<file path="src/rtl/pwr_domain_ctrl_pkg.sv">
// ---------------------------------------------------------------------------
// pwr_domain_ctrl_pkg
//   Shared types and constants for the multi-domain power-gating controller.
//   - pwr_state_t : per-domain power sequencing state
//   - NOP_OP      : opcode that counts as an idle instruction slot
// ---------------------------------------------------------------------------
package pwr_domain_ctrl_pkg;

   typedef enum logic [2:0] {
      ON     = 3'd0,
      ISO    = 3'd1,
      OFF    = 3'd2,
      PWRUP  = 3'd3,
      RSTREL = 3'd4,
      ISOREL = 3'd5
   } pwr_state_t;

   localparam logic [5:0] NOP_OP = 6'b001000;

endpackage

</file>
<file path="src/rtl/pwr_domain_ctrl_if.sv">
// ---------------------------------------------------------------------------
// pwr_domain_ctrl_if
//   Bundle between the power controller and its environment (core + header
//   switches).
//   opcode    : instr[31:26] of the current instruction
//   dom_busy  : per-domain pending work
//   sw_ack    : per-domain power-good from header switch
//   sw_en     : per-domain switch closed
//   iso_en    : per-domain output clamp
//   dom_rst   : per-domain reset
//   dom_ready : per-domain ON indication
//   pwr_err   : per-domain sticky sw_ack timeout flag
//   stall     : core stall request
//   master = controller side, slave = environment side.
// ---------------------------------------------------------------------------
interface pwr_domain_ctrl_if #(
   parameter int unsigned N_DOM = 2
);
   logic [5:0]       opcode;
   logic [N_DOM-1:0] dom_busy;
   logic [N_DOM-1:0] sw_ack;
   logic [N_DOM-1:0] sw_en;
   logic [N_DOM-1:0] iso_en;
   logic [N_DOM-1:0] dom_rst;
   logic [N_DOM-1:0] dom_ready;
   logic [N_DOM-1:0] pwr_err;
   logic             stall;

   modport master (
      input  opcode, dom_busy, sw_ack,
      output sw_en, iso_en, dom_rst, dom_ready, pwr_err, stall
   );

   modport slave (
      output opcode, dom_busy, sw_ack,
      input  sw_en, iso_en, dom_rst, dom_ready, pwr_err, stall
   );
endinterface

</file>
<file path="src/rtl/pwr_domain_ctrl_dom_fsm.sv">
// ---------------------------------------------------------------------------
// pwr_dom_fsm
//   One power domain: idle counter, sequencing timer and power FSM.
//   Power-down: ON -> ISO (clamp) -> OFF (switch open).
//   Wake:       OFF -> PWRUP -> RSTREL -> ISOREL -> ON.
//   Ports:
//     clk, reset  : clock, synchronous active-low reset
//     i_idle      : domain idle this cycle
//     i_sw_ack    : power-good from the header switch
//     o_sw_en     : switch closed
//     o_iso_en    : outputs clamped
//     o_dom_rst   : domain held in reset
//     o_dom_ready : domain in ON
//     o_pwr_err   : sticky sw_ack timeout
//   All outputs are registered, decoded from the next state.
// ---------------------------------------------------------------------------
module pwr_dom_fsm
   import pwr_domain_ctrl_pkg::*;
#(
   parameter int unsigned IDLE_THRESH = 10,
   parameter int unsigned ISO_CYC     = 2,
   parameter int unsigned RST_CYC     = 2,
   parameter int unsigned PWR_TIMEOUT = 15
) (
   input  logic clk,
   input  logic reset,
   input  logic i_idle,
   input  logic i_sw_ack,
   output logic o_sw_en,
   output logic o_iso_en,
   output logic o_dom_rst,
   output logic o_dom_ready,
   output logic o_pwr_err
);

   localparam int unsigned CNT_W   = $clog2(IDLE_THRESH + 1);
   localparam int unsigned TMR_MX1 = (ISO_CYC > RST_CYC) ? ISO_CYC : RST_CYC;
   localparam int unsigned TMR_MAX = (TMR_MX1 > PWR_TIMEOUT) ? TMR_MX1 : PWR_TIMEOUT;
   localparam int unsigned TMR_W   = $clog2(TMR_MAX + 1);

   localparam logic [CNT_W-1:0] CNT_MAX  = CNT_W'(IDLE_THRESH);
   localparam logic [TMR_W-1:0] ISO_LAST = TMR_W'(ISO_CYC - 1);
   localparam logic [TMR_W-1:0] RST_LAST = TMR_W'(RST_CYC - 1);
   localparam logic [TMR_W-1:0] TO_LAST  = TMR_W'(PWR_TIMEOUT - 1);

   pwr_state_t       r_state, w_state_nxt;
   logic [CNT_W-1:0] r_cnt, w_cnt_nxt;
   logic [TMR_W-1:0] r_tmr, w_tmr_nxt;
   logic             r_err, w_err_set;
   logic             r_sw_en, r_iso_en, r_dom_rst, r_dom_ready;

   // Timer defaults to zero so every state change starts it fresh; timed
   // states increment it explicitly while they stay put.
   always_comb begin
      w_state_nxt = r_state;
      w_cnt_nxt   = '0;
      w_tmr_nxt   = '0;
      w_err_set   = 1'b0;
      case (r_state)
         ON: begin
            if (i_idle) begin
               if (r_cnt == CNT_MAX) begin
                  w_state_nxt = ISO;
               end else begin
                  w_cnt_nxt = r_cnt + 1'b1;
               end
            end
         end
         ISO: begin
            if (!i_idle) begin
               w_state_nxt = ON;
            end else if (r_tmr == ISO_LAST) begin
               w_state_nxt = OFF;
            end else begin
               w_tmr_nxt = r_tmr + 1'b1;
            end
         end
         OFF: begin
            if (!i_idle) begin
               w_state_nxt = PWRUP;
            end
         end
         PWRUP: begin
            if (i_sw_ack) begin
               w_state_nxt = RSTREL;
            end else if (r_tmr == TO_LAST) begin
               // Switch never reported power-good: proceed anyway and flag it.
               w_state_nxt = RSTREL;
               w_err_set   = 1'b1;
            end else begin
               w_tmr_nxt = r_tmr + 1'b1;
            end
         end
         RSTREL: begin
            if (r_tmr == RST_LAST) begin
               w_state_nxt = ISOREL;
            end else begin
               w_tmr_nxt = r_tmr + 1'b1;
            end
         end
         ISOREL: begin
            w_state_nxt = ON;
         end
         default: begin
            w_state_nxt = ON;
         end
      endcase
   end

   always_ff @(posedge clk) begin
      if (!reset) begin
         r_state     <= ON;
         r_cnt       <= '0;
         r_tmr       <= '0;
         r_err       <= 1'b0;
         r_sw_en     <= 1'b1;
         r_iso_en    <= 1'b0;
         r_dom_rst   <= 1'b0;
         r_dom_ready <= 1'b1;
      end else begin
         r_state     <= w_state_nxt;
         r_cnt       <= w_cnt_nxt;
         r_tmr       <= w_tmr_nxt;
         r_err       <= r_err | w_err_set;
         r_sw_en     <= (w_state_nxt != OFF);
         r_iso_en    <= (w_state_nxt == ISO) || (w_state_nxt == OFF) ||
                        (w_state_nxt == PWRUP) || (w_state_nxt == RSTREL);
         r_dom_rst   <= (w_state_nxt == RSTREL);
         r_dom_ready <= (w_state_nxt == ON);
      end
   end

   assign o_sw_en     = r_sw_en;
   assign o_iso_en    = r_iso_en;
   assign o_dom_rst   = r_dom_rst;
   assign o_dom_ready = r_dom_ready;
   assign o_pwr_err   = r_err;

endmodule

</file>
<file path="src/rtl/pwr_domain_ctrl.sv">
// ---------------------------------------------------------------------------
// pwr_domain_ctrl
//   Multi-domain power-gating controller. Watches the core opcode and
//   per-domain busy flags, and sequences each domain's header switch,
//   isolation clamp and reset independently.
//   Ports:
//     clk    : system clock
//     reset  : synchronous active-low reset
//     io_pwr : controller side of pwr_domain_ctrl_if (opcode, dom_busy,
//              sw_ack in; sw_en, iso_en, dom_rst, dom_ready, pwr_err,
//              stall out)
// ---------------------------------------------------------------------------
module pwr_domain_ctrl
   import pwr_domain_ctrl_pkg::*;
#(
   parameter int unsigned N_DOM       = 2,
   parameter int unsigned IDLE_THRESH = 10,
   parameter int unsigned ISO_CYC     = 2,
   parameter int unsigned RST_CYC     = 2,
   parameter int unsigned PWR_TIMEOUT = 15
) (
   input  logic               clk,
   input  logic               reset,
   pwr_domain_ctrl_if.master  io_pwr
);

   logic             w_nop;
   logic [N_DOM-1:0] w_idle;
   logic [N_DOM-1:0] w_sw_en;
   logic [N_DOM-1:0] w_iso_en;
   logic [N_DOM-1:0] w_dom_rst;
   logic [N_DOM-1:0] w_dom_ready;
   logic [N_DOM-1:0] w_pwr_err;

   assign w_nop  = (io_pwr.opcode == NOP_OP);
   assign w_idle = {N_DOM{w_nop}} & ~io_pwr.dom_busy;

   for (genvar g = 0; g < N_DOM; g++) begin : g_dom
      pwr_dom_fsm #(
         .IDLE_THRESH (IDLE_THRESH),
         .ISO_CYC     (ISO_CYC),
         .RST_CYC     (RST_CYC),
         .PWR_TIMEOUT (PWR_TIMEOUT)
      ) u_dom (
         .clk         (clk),
         .reset       (reset),
         .i_idle      (w_idle[g]),
         .i_sw_ack    (io_pwr.sw_ack[g]),
         .o_sw_en     (w_sw_en[g]),
         .o_iso_en    (w_iso_en[g]),
         .o_dom_rst   (w_dom_rst[g]),
         .o_dom_ready (w_dom_ready[g]),
         .o_pwr_err   (w_pwr_err[g])
      );
   end

   assign io_pwr.sw_en     = w_sw_en;
   assign io_pwr.iso_en    = w_iso_en;
   assign io_pwr.dom_rst   = w_dom_rst;
   assign io_pwr.dom_ready = w_dom_ready;
   assign io_pwr.pwr_err   = w_pwr_err;
   // Stall only while a domain with pending work is not yet usable.
   assign io_pwr.stall     = |(io_pwr.dom_busy & ~w_dom_ready);

endmodule

</file>
<file path="src/flat_wrapper.sv">
// flat-port wrapper written by rule: the top's interface ports become plain ports
module pwr_domain_ctrl_flat import pwr_domain_ctrl_pkg::*;
#(
   parameter int unsigned N_DOM       = 2,
   parameter int unsigned IDLE_THRESH = 10,
   parameter int unsigned ISO_CYC     = 2,
   parameter int unsigned RST_CYC     = 2,
   parameter int unsigned PWR_TIMEOUT = 15
)
  (clk, reset, io_pwr_opcode, io_pwr_dom_busy, io_pwr_sw_ack, io_pwr_sw_en, io_pwr_iso_en, io_pwr_dom_rst, io_pwr_dom_ready, io_pwr_pwr_err, io_pwr_stall);
  pwr_domain_ctrl_if #(.N_DOM(N_DOM)) io_pwr_i ();
  input  logic clk;
  input  logic reset;
  input wire logic [$bits(io_pwr_i.opcode)-1:0] io_pwr_opcode;
  input wire logic [$bits(io_pwr_i.dom_busy)-1:0] io_pwr_dom_busy;
  input wire logic [$bits(io_pwr_i.sw_ack)-1:0] io_pwr_sw_ack;
  output wire logic [$bits(io_pwr_i.sw_en)-1:0] io_pwr_sw_en;
  output wire logic [$bits(io_pwr_i.iso_en)-1:0] io_pwr_iso_en;
  output wire logic [$bits(io_pwr_i.dom_rst)-1:0] io_pwr_dom_rst;
  output wire logic [$bits(io_pwr_i.dom_ready)-1:0] io_pwr_dom_ready;
  output wire logic [$bits(io_pwr_i.pwr_err)-1:0] io_pwr_pwr_err;
  output wire logic [$bits(io_pwr_i.stall)-1:0] io_pwr_stall;
  assign io_pwr_i.opcode = io_pwr_opcode;
  assign io_pwr_i.dom_busy = io_pwr_dom_busy;
  assign io_pwr_i.sw_ack = io_pwr_sw_ack;
  assign io_pwr_sw_en = io_pwr_i.sw_en;
  assign io_pwr_iso_en = io_pwr_i.iso_en;
  assign io_pwr_dom_rst = io_pwr_i.dom_rst;
  assign io_pwr_dom_ready = io_pwr_i.dom_ready;
  assign io_pwr_pwr_err = io_pwr_i.pwr_err;
  assign io_pwr_stall = io_pwr_i.stall;
  pwr_domain_ctrl #(.N_DOM(N_DOM), .IDLE_THRESH(IDLE_THRESH), .ISO_CYC(ISO_CYC), .RST_CYC(RST_CYC), .PWR_TIMEOUT(PWR_TIMEOUT)) u_core (.clk(clk), .reset(reset), .io_pwr(io_pwr_i));
endmodule
</file>
<file path="config.mk">
export PLATFORM = sky130hd
export DESIGN_NAME = pwr_domain_ctrl_flat
export DESIGN_NICKNAME = d
export VERILOG_FILES = /design/src/rtl/pwr_domain_ctrl_pkg.sv /design/src/rtl/pwr_domain_ctrl_if.sv /design/src/rtl/pwr_domain_ctrl_dom_fsm.sv /design/src/rtl/pwr_domain_ctrl.sv /design/src/flat_wrapper.sv
export SDC_FILE = /design/constraint.sdc
export NUM_CORES = 1
export LEC_CHECK = 0
export BUFFER_PORTS_ARGS = -buffer_cell sky130_fd_sc_hd__buf_2
export CORE_MARGIN = 4
export CORE_UTILIZATION = 45
export DETAILED_ROUTE_END_ITERATION = 7
export PLACE_DENSITY = 0.65
export SLEW_MARGIN = 40
export SYNTH_ARGS = -nofsm -noshare
export SYNTH_HDL_FRONTEND = slang
export SYNTH_SLANG_ARGS = --single-unit
export TNS_END_PERCENT = 50
</file>
<file path="constraint.sdc">
create_clock -name clk -period 5.6 [get_ports clk]
set_clock_uncertainty 0.15 [all_clocks]
set_input_delay 0.56 -clock clk [delete_from_list [all_inputs] [get_ports clk]]
set_output_delay 0.56 -clock clk [all_outputs]
set_load 0.01 [all_outputs]
</file>
==> impl_metrics.toml, run 1 <==
[status]
status = "finished, final reports clean"

[setup_path]
r2r-end = "u_core.g_dom[0].u_dom.o_dom_ready"
crit_type = "primary input to flop"
cp.required_ns = 5.69
crit_path_cell_trace = "buf_2, or4b_1, or2_1, o311a_2, a31o_1"
slowest_stage = "or4b_1"
cpLargestDelayFamily = "simple AND/OR/NAND/NOR gates"
ff2ff_path_depth = 4
cp.depth = 5
r2r_start = "u_core.g_dom[0].u_dom.r_state[1]"
ff2ff_setup_slack_ns = 3.51
crit_fanout = 9
crit_buf_inv = 1
critPathMaxStageDelay_ns = 0.67
cp.arrival_ns = 2.26
end_kind = "flop"
cp-start-kind = "primary input"

[hold_path]
holdCritPathClass = "flop to flop"
min_path_cells = 1
min_to = "u_core.g_dom[1].u_dom.r_cnt[0]"
min-delay-start = "u_core.g_dom[1].u_dom.r_cnt[0]"

[layout]
fin_nets = 208
layout_common_cells = "dfxtp_1 (32), buf_2 (22), nor2_1 (19), a21oi_1 (9), nor3_1 (9)"
antenna_cells = 0
syn_to_final_growth_pct = 8.85
fill_cells = 339
layout_commonest_cell = "dfxtp_1"
drive_gt1_share_pct = 17.1

[clocking]
cts.clk_slew.worst_paths_ns = 0.10
clockBufferDepth = 2
post-cts-setup-buffer-count = 0
cts_tree = "built"
cts_hold_buf = 0
insertion_delay_ns = 0.34
cts_resized = 0
cts.sinks = 32
root_buffer = "clkbuf_4"
htreeDepth = 2
cts_buffers = 5

[floorplanning]
start_util_pct = 46.6
ios = 23
die_h_um = 66.8
die_w_um = 66.8
dieArea_mm2 = 0.00446
rows = 21
core-area_mm2 = 0.00334

[timing]
fin_crit_sh_pct = 38.8
finalSetupTns_ns = 0
whs_ns = 0.327
max_freq_mhz = 460
maxSlewViolCount = 0
period_minus_slack_ns = 2.17
hold_viol_final = 0
max_slew_margin_pct = 57.9
setup_viol = 0
worstMarginPinSlew_ns = 0.622
rsz0062_at_grt = "no"

[global_route]
antenna_found_initial = 0
overflow = 0
grtUsageTotal_pct = 15.3
grt_pass1_wl_um = 5110
grt_pass1_vias = 1193
grt_max_degree = 15

[power]
leakagePower_nw = 0.619
p_per_area_mw_per_mm2 = 224
p_int_w = 0.000292
seqPwrFrac_pct = 60.1
power_frac_comb_pct = 3.3
peakVddDrop_mv = 0.110
p_sw_w = 0.0000866
power_switching_share_pct = 22.9
pwr-share-clk_pct = 36.6

[routing]
via_count = 1286
ant_nets = 0
first_pass_iters = 4
drt-initial-drc-count = 90
drc = 0
wl_um = 3110
avgViaCountPerCell = 5.38
wl_per_cell_um = 13.0

[logic_synthesis]
synth_area_mm2 = 0.00156
avgSynthCellArea_um2 = 8.79
syn_nets = 193
synth.area.mux_share_pct = 0.724
synth_xor_area_share_pct = 5.63
synth_cells = 177
synth_compound_area_share_pct = 14.1
synth_fa_ha_area_share_pct = 3.22
ys_seq_area_share_pct = 41.2
synth_simple_gate_area_share_pct = 27.4
synth_top_family_by_area = "simple AND/OR/NAND/NOR gates"
synth_edf_count = 0
ys_seq_elements = 32
synth-main-ff-cell = "dfxtp_1"
synthArstFlopShare_pct = 0
synth_cell_types = 44
yosys_warnings = 0

[place]
numPortBuffers = 22
dp_hpwl_um = 2350
gp_congestion = 0.887

[flow_run]
cap_violations = 0
## metal layers
layer | vias to the layer above | routed length [um] | global-route usage, %
li1 | 654 | - | -
met1 | 591 | 1370 | 17.9
met2 | 31 | 1490 | 25.0
met3 | 10 | 183 | 4.05
met4 | 0 | 70 | 8.88
met5 | - | 0 | 0
## cell families (layout without fill, tap and decap cells)
kind of cell	Yosys count	after routing
AND/OR/NAND/NOR	76	76
buffers and inverters	22	38
adder cells (fa/ha/maj)	4	4
flip-flops	32	32
AO/OA/AOI/OAI	32	32
XOR/XNOR	10	10
multiplexers	1	1
## how the worst max path moves through the flow
stage                           from                                 to  slack [ns]
global route        io_pwr_opcode[1]  u_core.g_dom[0].u_dom.o_dom_ready        3.38
CTS                 io_pwr_opcode[1]  u_core.g_dom[0].u_dom.o_dom_ready        3.45
finish              io_pwr_opcode[1]  u_core.g_dom[0].u_dom.o_dom_ready        3.43
global placement    io_pwr_opcode[1]  u_core.g_dom[0].u_dom.o_dom_ready        3.10
detailed placement  io_pwr_opcode[1]  u_core.g_dom[0].u_dom.o_dom_ready        3.08
floorplan           io_pwr_opcode[1]  u_core.g_dom[0].u_dom.o_dom_ready        3.28
## power by group through the flow
stage               combinational [W]  sequential [W]  clock, W
floorplan                  0.00000568        0.000233         0
global placement            0.0000123        0.000233         0
detailed placement          0.0000126        0.000233         0
CTS                         0.0000126        0.000227  0.000143
global route                0.0000140        0.000228  0.000153
finish                      0.0000125        0.000227  0.000138
## synthesized netlist by cell type (all sizes together) (4+ instances only)
library cell  number  share of area [%]
inv                8                1.9
nand3b             4                1.9
a21oi              9                2.9
nand3              6                1.9
nor2b              5                2.0
nand2              7                1.7
dfxtp             32                 41
xor2               7                3.9
and2               4                1.6
nor3               9                2.9
ha                 4                3.2
nor2              19                4.6
a211oi             4                1.9
buf               11                5.1
## metrics by stage
stage | power, W | setup slack, ns | util (%) | cell area [um2] | std cells
after floorplan | 0.000238 | 3.28 | - | 1560 | 177
after detailed placement | 0.000245 | 3.08 | 48.9 | 1630 | 231
after CTS | 0.000383 | 3.45 | 50.7 | 1690 | 239
final | 0.000378 | 3.43 | 50.7 | 1690 | 239
after global placement | 0.000245 | 3.10 | 48.9 | 1630 | 231
after global routing | 0.000395 | 3.38 | 50.7 | 1690 | 239
## worst register-to-register path: cells and delay by family, from the launching register on
kind / cells / cell delay [ns]
flip-flops: 1 / 0.38
AO/OA/AOI/OAI: 2 / 0.63
AND/OR/NAND/NOR: 2 / 0.84
## area by class of cell
class                           count  area [um2]  area share [%]
Clock buffer                        6        51.3            3.03
Timing Repair Buffer               22         110            6.50
Tap cell                           46        57.6            3.40
Multi-Input combinational cell    123         793            46.9
Sequential cell                    32         641            37.8
Inverter                            8        30.0            1.77
Clock inverter                      2        10.0           0.591
## sequential cells by signal, indices dropped and copies added (netlist names)
register / count
u_core.g_dom.u_dom.r_state: 6
u_core.g_dom.u_dom.o_sw_en: 2
u_core.g_dom.u_dom.o_pwr_err: 2
u_core.g_dom.u_dom.o_dom_ready: 2
u_core.g_dom.u_dom.r_tmr: 8
u_core.g_dom.u_dom.r_cnt: 8
u_core.g_dom.u_dom.o_dom_rst: 2
u_core.g_dom.u_dom.o_iso_en: 2
No activity file was read; power rests on OpenSTA's default activity.
==> run 2, diff against run 1 <==
==> constraint.sdc (replaced) <==
create_clock -name clk -period 2 [get_ports clk]
set_clock_uncertainty 0.15 [all_clocks]
set_input_delay 0.2 -clock clk [delete_from_list [all_inputs] [get_ports clk]]
set_output_delay 0.2 -clock clk [all_outputs]
set_load 0.01 [all_outputs]
==> run 2 against run 1 <==
Utilization increased by 2.5 points. Sequential power grew to 2.8 times the previous value. Largest cell class unchanged. Worst hold slack got worse by 0.31 ns. Cell area is 5.0% higher. Cell count rose by 3.8%. Clock power rose to 2.8 times the previous value. Combinational power increased to 3.2 times the previous value.
==> impl_metrics.toml, run 2 (synthesis results as in run 1) <==
[status]
status = "finished, final reports clean"

[timing]
fin_crit_sh_pct = 99.4
setup_viol = 0
hold_viol_final = 0
whs_ns = 0.0189
worstMarginPinSlew_ns = 0.517
setup_ws_ns = 0.0123
max_freq_mhz = 503
rsz0062_at_grt = "yes"
maxSlewViolCount = 0
max_slew_margin_pct = 65.3
period_minus_slack_ns = 1.99

[clocking]
insertion_delay_ns = 0.33
cts.clk_slew.worst_paths_ns = 0.09
clockBufferDepth = 2
cts_tree = "built"
cts.sinks = 32
htreeDepth = 2
cts_buffers = 5
root_buffer = "clkbuf_4"
post-cts-setup-buffer-count = 0

[power]
power_switching_share_pct = 22.4
p_per_area_mw_per_mm2 = 595
pwr-share-clk_pct = 36.0
p_int_w = 0.000821
seqPwrFrac_pct = 60.2
power_frac_comb_pct = 3.8
p_sw_w = 0.000237
leakagePower_nw = 0.664
peakVddDrop_mv = 0.367

[setup_path]
slowest_stage = "or4_1"
cpLargestDelayFamily = "simple AND/OR/NAND/NOR gates"
cp.required_ns = 2.08
crit_buf_inv = 0
cp-start-kind = "flop"
r2r-end = "u_core.g_dom[0].u_dom.o_dom_ready"
r2r_start = "u_core.g_dom[0].u_dom.r_state[1]"
end_kind = "flop"
crit_path_start = "u_core.g_dom[0].u_dom.r_state[1]"
crit_fanout = 5
ff2ff_path_depth = 4
critPathMaxStageDelay_ns = 0.55
ff2ff_setup_slack_ns = 0.01
cp.arrival_ns = 2.07
crit_type = "flop to flop"
crit_path_cell_trace = "or4_1, or2_1, o311a_4, a31o_1"

[routing]
avgViaCountPerCell = 5.35
wl_um = 3290
wl_met3_um = 152
wl_per_cell_um = 13.3
wl_met2_um = 1700
drt-initial-drc-count = 74
topRoutingLayerUsed = "met4"
via_count = 1326
drc = 0
ant_nets = 0
first_pass_iters = 4
wl_met1_um = 1400

[global_route]
grtUsageTotal_pct = 16.0
grt_pass1_wl_um = 5290
antenna_found_initial = 0
grt_pass1_vias = 1271
overflow = 0
grt_max_degree = 15

[floorplanning]
dieArea_mm2 = 0.00446
start_util_pct = 46.6
die_w_um = 66.8
rows = 21
ios = 23
die_h_um = 66.8
core-area_mm2 = 0.00334

[place]
placed_cells = 239
numPortBuffers = 22
dp_hpwl_um = 2480
dp_slack_ns = -0.0654
gp_congestion = 0.942

[hold_path]
holdCritPathClass = "primary input to flop"
min-delay-start = "io_pwr_sw_ack[0]"
min_to = "u_core.g_dom[0].u_dom.o_pwr_err"
min_path_cells = 4

[layout]
layout_common_cells = "dfxtp_1 (32), buf_2 (22), nor2_1 (19), a21oi_1 (9), nor3_1 (9)"
antenna_cells = 0
multi_input_area_um2 = 808
largestRegisters = "u_core.g_dom.u_dom.r_cnt: 8 flops, u_core.g_dom.u_dom.r_tmr: 8 flops, u_core.g_dom.u_dom.r_state: 6 flops"
register_area_um2 = 641
drive_gt1_share_pct = 20.8
fin_cells = 248
syn_to_final_growth_pct = 14.3
layout_commonest_cell = "dfxtp_1"
final_util_pct = 53.3
fin_nets = 217
fill_cells = 330

[flow_run]
cap_violations = 0
==> run 2: changes by cell type in the layout (fill, tap and decap cells not counted), sizes merged <==
cell         change
dlygate4sd3      +1
buf              +8
==> run 2: power by group through the flow <==
stage	logic [W]	registers (W)	clock network, W
global placement	0.0000380	0.000652	0
global route	0.0000449	0.000637	0.000426
detailed placement	0.0000387	0.000652	0
CTS	0.0000404	0.000637	0.000398
finish	0.0000402	0.000637	0.000381
floorplan	0.0000159	0.000652	0
==> run 2: worst min-delay path, delay by kind of cell <==
| kind | cells | cell delay, ns |
|---|---|---|
| AND/OR/NAND/NOR | 3 | 0.17 |
| buffers and inverters | 1 | 0.10 |
==> run 2: worst max-delay path by stage <==
| stage | to | slack (ns) | depth (start not counted) |
|---|---|---|---|
| 6_report | u_core.g_dom[0].u_dom.o_dom_ready | 0.01 | 4 |
| 5_1_grt | u_core.g_dom[0].u_dom.o_dom_ready | -0.02 | 4 |
| 4_1_cts | u_core.g_dom[0].u_dom.o_dom_ready | 0.01 | 4 |
| 3_5_place_dp | u_core.g_dom[0].u_dom.o_dom_ready | -0.07 | 5 |
| 3_3_place_gp | u_core.g_dom[0].u_dom.o_dom_ready | -0.03 | 5 |
| 2_1_floorplan | u_core.g_dom[0].u_dom.o_dom_ready | 0.02 | 4 |
==> run 2: layer usage <==
metal / track usage [%] / vias to the layer above
met1: 16.3 / 614
li1: - / 673
met5: 0 / -
met3: 4.22 / 6
met2: 28.3 / 33
met4: 10.4 / 0
==> run 2: area by class of cell <==
| class | count | share of cell area, % |
|---|---|---|
| multi-input cells | 123 | 45.5 |
| flip-flops and latches | 32 | 36.0 |
| repair buffers | 31 | 10.1 |
| well taps | 46 | 3.24 |
| clock buffers | 6 | 2.89 |
| inverters | 8 | 1.69 |
| clock inverters | 2 | 0.563 |
==> run 2: timing repair <==
action                                  4_1_cts  5_1_grt
endpoints found under the setup margin        1        4
hold endpoints to repair                      1        0
hold buffers                                  1        0
gates resized for setup                       1        1
==> run 2: through the flow <==
| step | area [um2] | setup TNS (ns) | power [W] |
|---|---|---|---|
| floorplan | 1560 | 0 | 0.000668 |
| global placement | 1690 | -0.0284 | 0.000690 |
| detailed placement | 1690 | -0.188 | 0.000690 |
| CTS | 1770 | 0 | 0.00107 |
| global route | 1780 | -0.0273 | 0.00111 |
| finish | 1780 | 0 | 0.00106 |
==> run 3, diff against run 2 <==
--- a/config.mk
+++ b/config.mk
@@ -6,10 +6,11 @@
 export NUM_CORES = 1
 export LEC_CHECK = 0
 export BUFFER_PORTS_ARGS = -buffer_cell sky130_fd_sc_hd__buf_2
+export CAP_MARGIN = 20
 export CORE_MARGIN = 4
 export CORE_UTILIZATION = 45
 export DETAILED_ROUTE_END_ITERATION = 7
-export PLACE_DENSITY = 0.65
+export PLACE_DENSITY = 0.68
 export SLEW_MARGIN = 40
 export SYNTH_ARGS = -nofsm -noshare
 export SYNTH_HDL_FRONTEND = slang
==> constraint.sdc (replaced) <==
create_clock -name clk -period 1.8 [get_ports clk]
set_clock_uncertainty 0.15 [all_clocks]
set_input_delay 0.18 -clock clk [delete_from_list [all_inputs] [get_ports clk]]
set_output_delay 0.18 -clock clk [all_outputs]
set_load 0.01 [all_outputs]
==> run 3 against run 2 <==
The flow now finishes with violations (negative setup slack). Utilization grew 4.8 points. Largest power group unchanged. Register-to-register slack worse by 0.03 ns. Sequential share of layout area is 2.8 points lower. Sequential power rose by 11%. Non-clock buffer count rose by 14. Cell area up 9.0%.
==> impl_metrics.toml, run 3 (synthesis results as in run 1) <==
[floorplanning]
rows = 21
die_w_um = 66.8
dieArea_mm2 = 0.00446
core-area_mm2 = 0.00334
start_util_pct = 46.6
die_h_um = 66.8
ios = 23

[timing]
setup_viol = 1
period_minus_slack_ns = 1.81
setup_ws_ns = -0.0139
worstMarginPinSlew_ns = 0.433
hold_viol_final = 0
maxSlewViolCount = 0
max_freq_mhz = 551
rsz0062_at_grt = "yes"
whs_ns = 0.0935
max_slew_margin_pct = 71.0
fin_crit_sh_pct = 101

[setup_path]
crit_type = "flop to flop"
cp.arrival_ns = 1.89
cp-start-kind = "flop"
cp.required_ns = 1.88
crit_fanout = 5
end_kind = "flop"

[layout]
layout_common_cells = "dfxtp_1 (29), buf_2 (22), buf_4 (21), nor2_1 (19)"
register_area_um2 = 644
fin_nets = 231
layout_commonest_cell = "dfxtp_1"
multi_input_area_um2 = 857
antenna_cells = 0
fill_cells = 301
largestRegisters = "u_core.g_dom.u_dom.r_cnt: 8 flops, u_core.g_dom.u_dom.r_tmr: 8 flops, u_core.g_dom.u_dom.r_state: 6 flops"
drive_gt1_share_pct = 31.5
syn_to_final_growth_pct = 24.6
fin_area_mm2 = 0.00194

[global_route]
grt_pass1_vias = 1443
grtUsageTotal_pct = 18.0
overflow = 0
grt_max_degree = 13
antenna_found_initial = 0
grt_pass1_wl_um = 5910

[place]
dp_hpwl_um = 2720
placed_area_mm2 = 0.00181
numPortBuffers = 22
dp_slack_ns = -0.228
gp_congestion = 0.885

[routing]
wl_um = 3700
wl_per_cell_um = 14.1
via_count = 1433
avgViaCountPerCell = 5.47
first_pass_iters = 5
drt-initial-drc-count = 84
drc = 0
ant_nets = 0

[power]
p_total_w = 0.00119
peakVddDrop_mv = 0.406
leakagePower_nw = 0.759
p_per_area_mw_per_mm2 = 613

[clocking]
cts_buffers = 5
htreeDepth = 2
clockBufferDepth = 2
cts.sinks = 32
cts.clk_slew.worst_paths_ns = 0.09
root_buffer = "clkbuf_4"
cts_tree = "built"
insertion_delay_ns = 0.34

[status]
violations = "negative setup slack"
status = "complete, but fails checks"

[hold_path]
holdCritPathClass = "primary input to flop"

[flow_run]
cap_violations = 0
-- run 3: cell types whose count changed in the layout (fill, tap and decap cells not counted), sizes merged --
cell and delta:
dlygate4sd3 +1, buf +13
-- run 3: area by class of cell --
| type | count | share of cell area (%) |
|---|---|---|
| sequential | 32 | 33.2 |
| clock inverter | 2 | 0.516 |
| inverter | 8 | 1.55 |
| clock buffer | 6 | 2.65 |
| tap | 46 | 2.97 |
| timing repair buffer | 45 | 14.8 |
| multi-input combinational | 123 | 44.2 |
-- run 3: per-layer routing --
metal | routed length (um) | part of all wire, % | track usage (%)
met5 | 0 | 0 | 0
met4 | 77 | 2.1 | 8.88
met3 | 232 | 6.3 | 5.23
met2 | 1960 | 53 | 34.9
met1 | 1440 | 39 | 16.7
-- run 3: final timing paths --
| check | start | end | slack (ns) | cells past startpoint |
|---|---|---|---|---|
| setup reg to reg | u_core.g_dom[0].u_dom.r_state[1] | u_core.g_dom[0].u_dom.o_dom_ready | -0.01 | 4 |
| setup / recovery | u_core.g_dom[0].u_dom.r_state[1] | u_core.g_dom[0].u_dom.o_dom_ready | -0.01 | 4 |
| hold / removal | io_pwr_sw_ack[1] | u_core.g_dom[1].u_dom.o_pwr_err | 0.09 | 4 |
| hold reg to reg | u_core.g_dom[0].u_dom.r_cnt[0] | u_core.g_dom[0].u_dom.r_cnt[0] | 0.30 | 1 |
-- run 3: repair_timing --
action	4_1_cts	5_1_grt
hold buffers	2	0
resized for setup	4	12
endpoints found under the hold margin	3	0
pin swaps	0	4
setup buffers	0	0
endpoints found under the setup margin	6	10
-- run 3: critical path, stage by stage, from the launching register on --
cell and delay, ns:
dfxtp_2 0.33, or4_4 0.42, or2_4 0.27, o311a_4 0.33, a31o_1 0.21
-- run 3: through the flow --
| step | std cells | utilization, % | TNS, ns |
|---|---|---|---|
| global placement | 252 | 54.2 | -0.749 |
| CTS | 262 | 57.1 | -0.0180 |
| floorplan | 177 | - | -0.218 |
| detailed placement | 252 | 54.2 | -1.79 |
| global route | 262 | 58.1 | -0.0923 |
| finish | 262 | 58.1 | -0.0139 |
-- run 3: power by group --
part | internal (W) | leakage [nW] | switching, W
registers | 0.000707 | 0.259 | 0.000000159
clock network | 0.000185 | 0.0380 | 0.000238
logic | 0.0000276 | 0.462 | 0.0000295
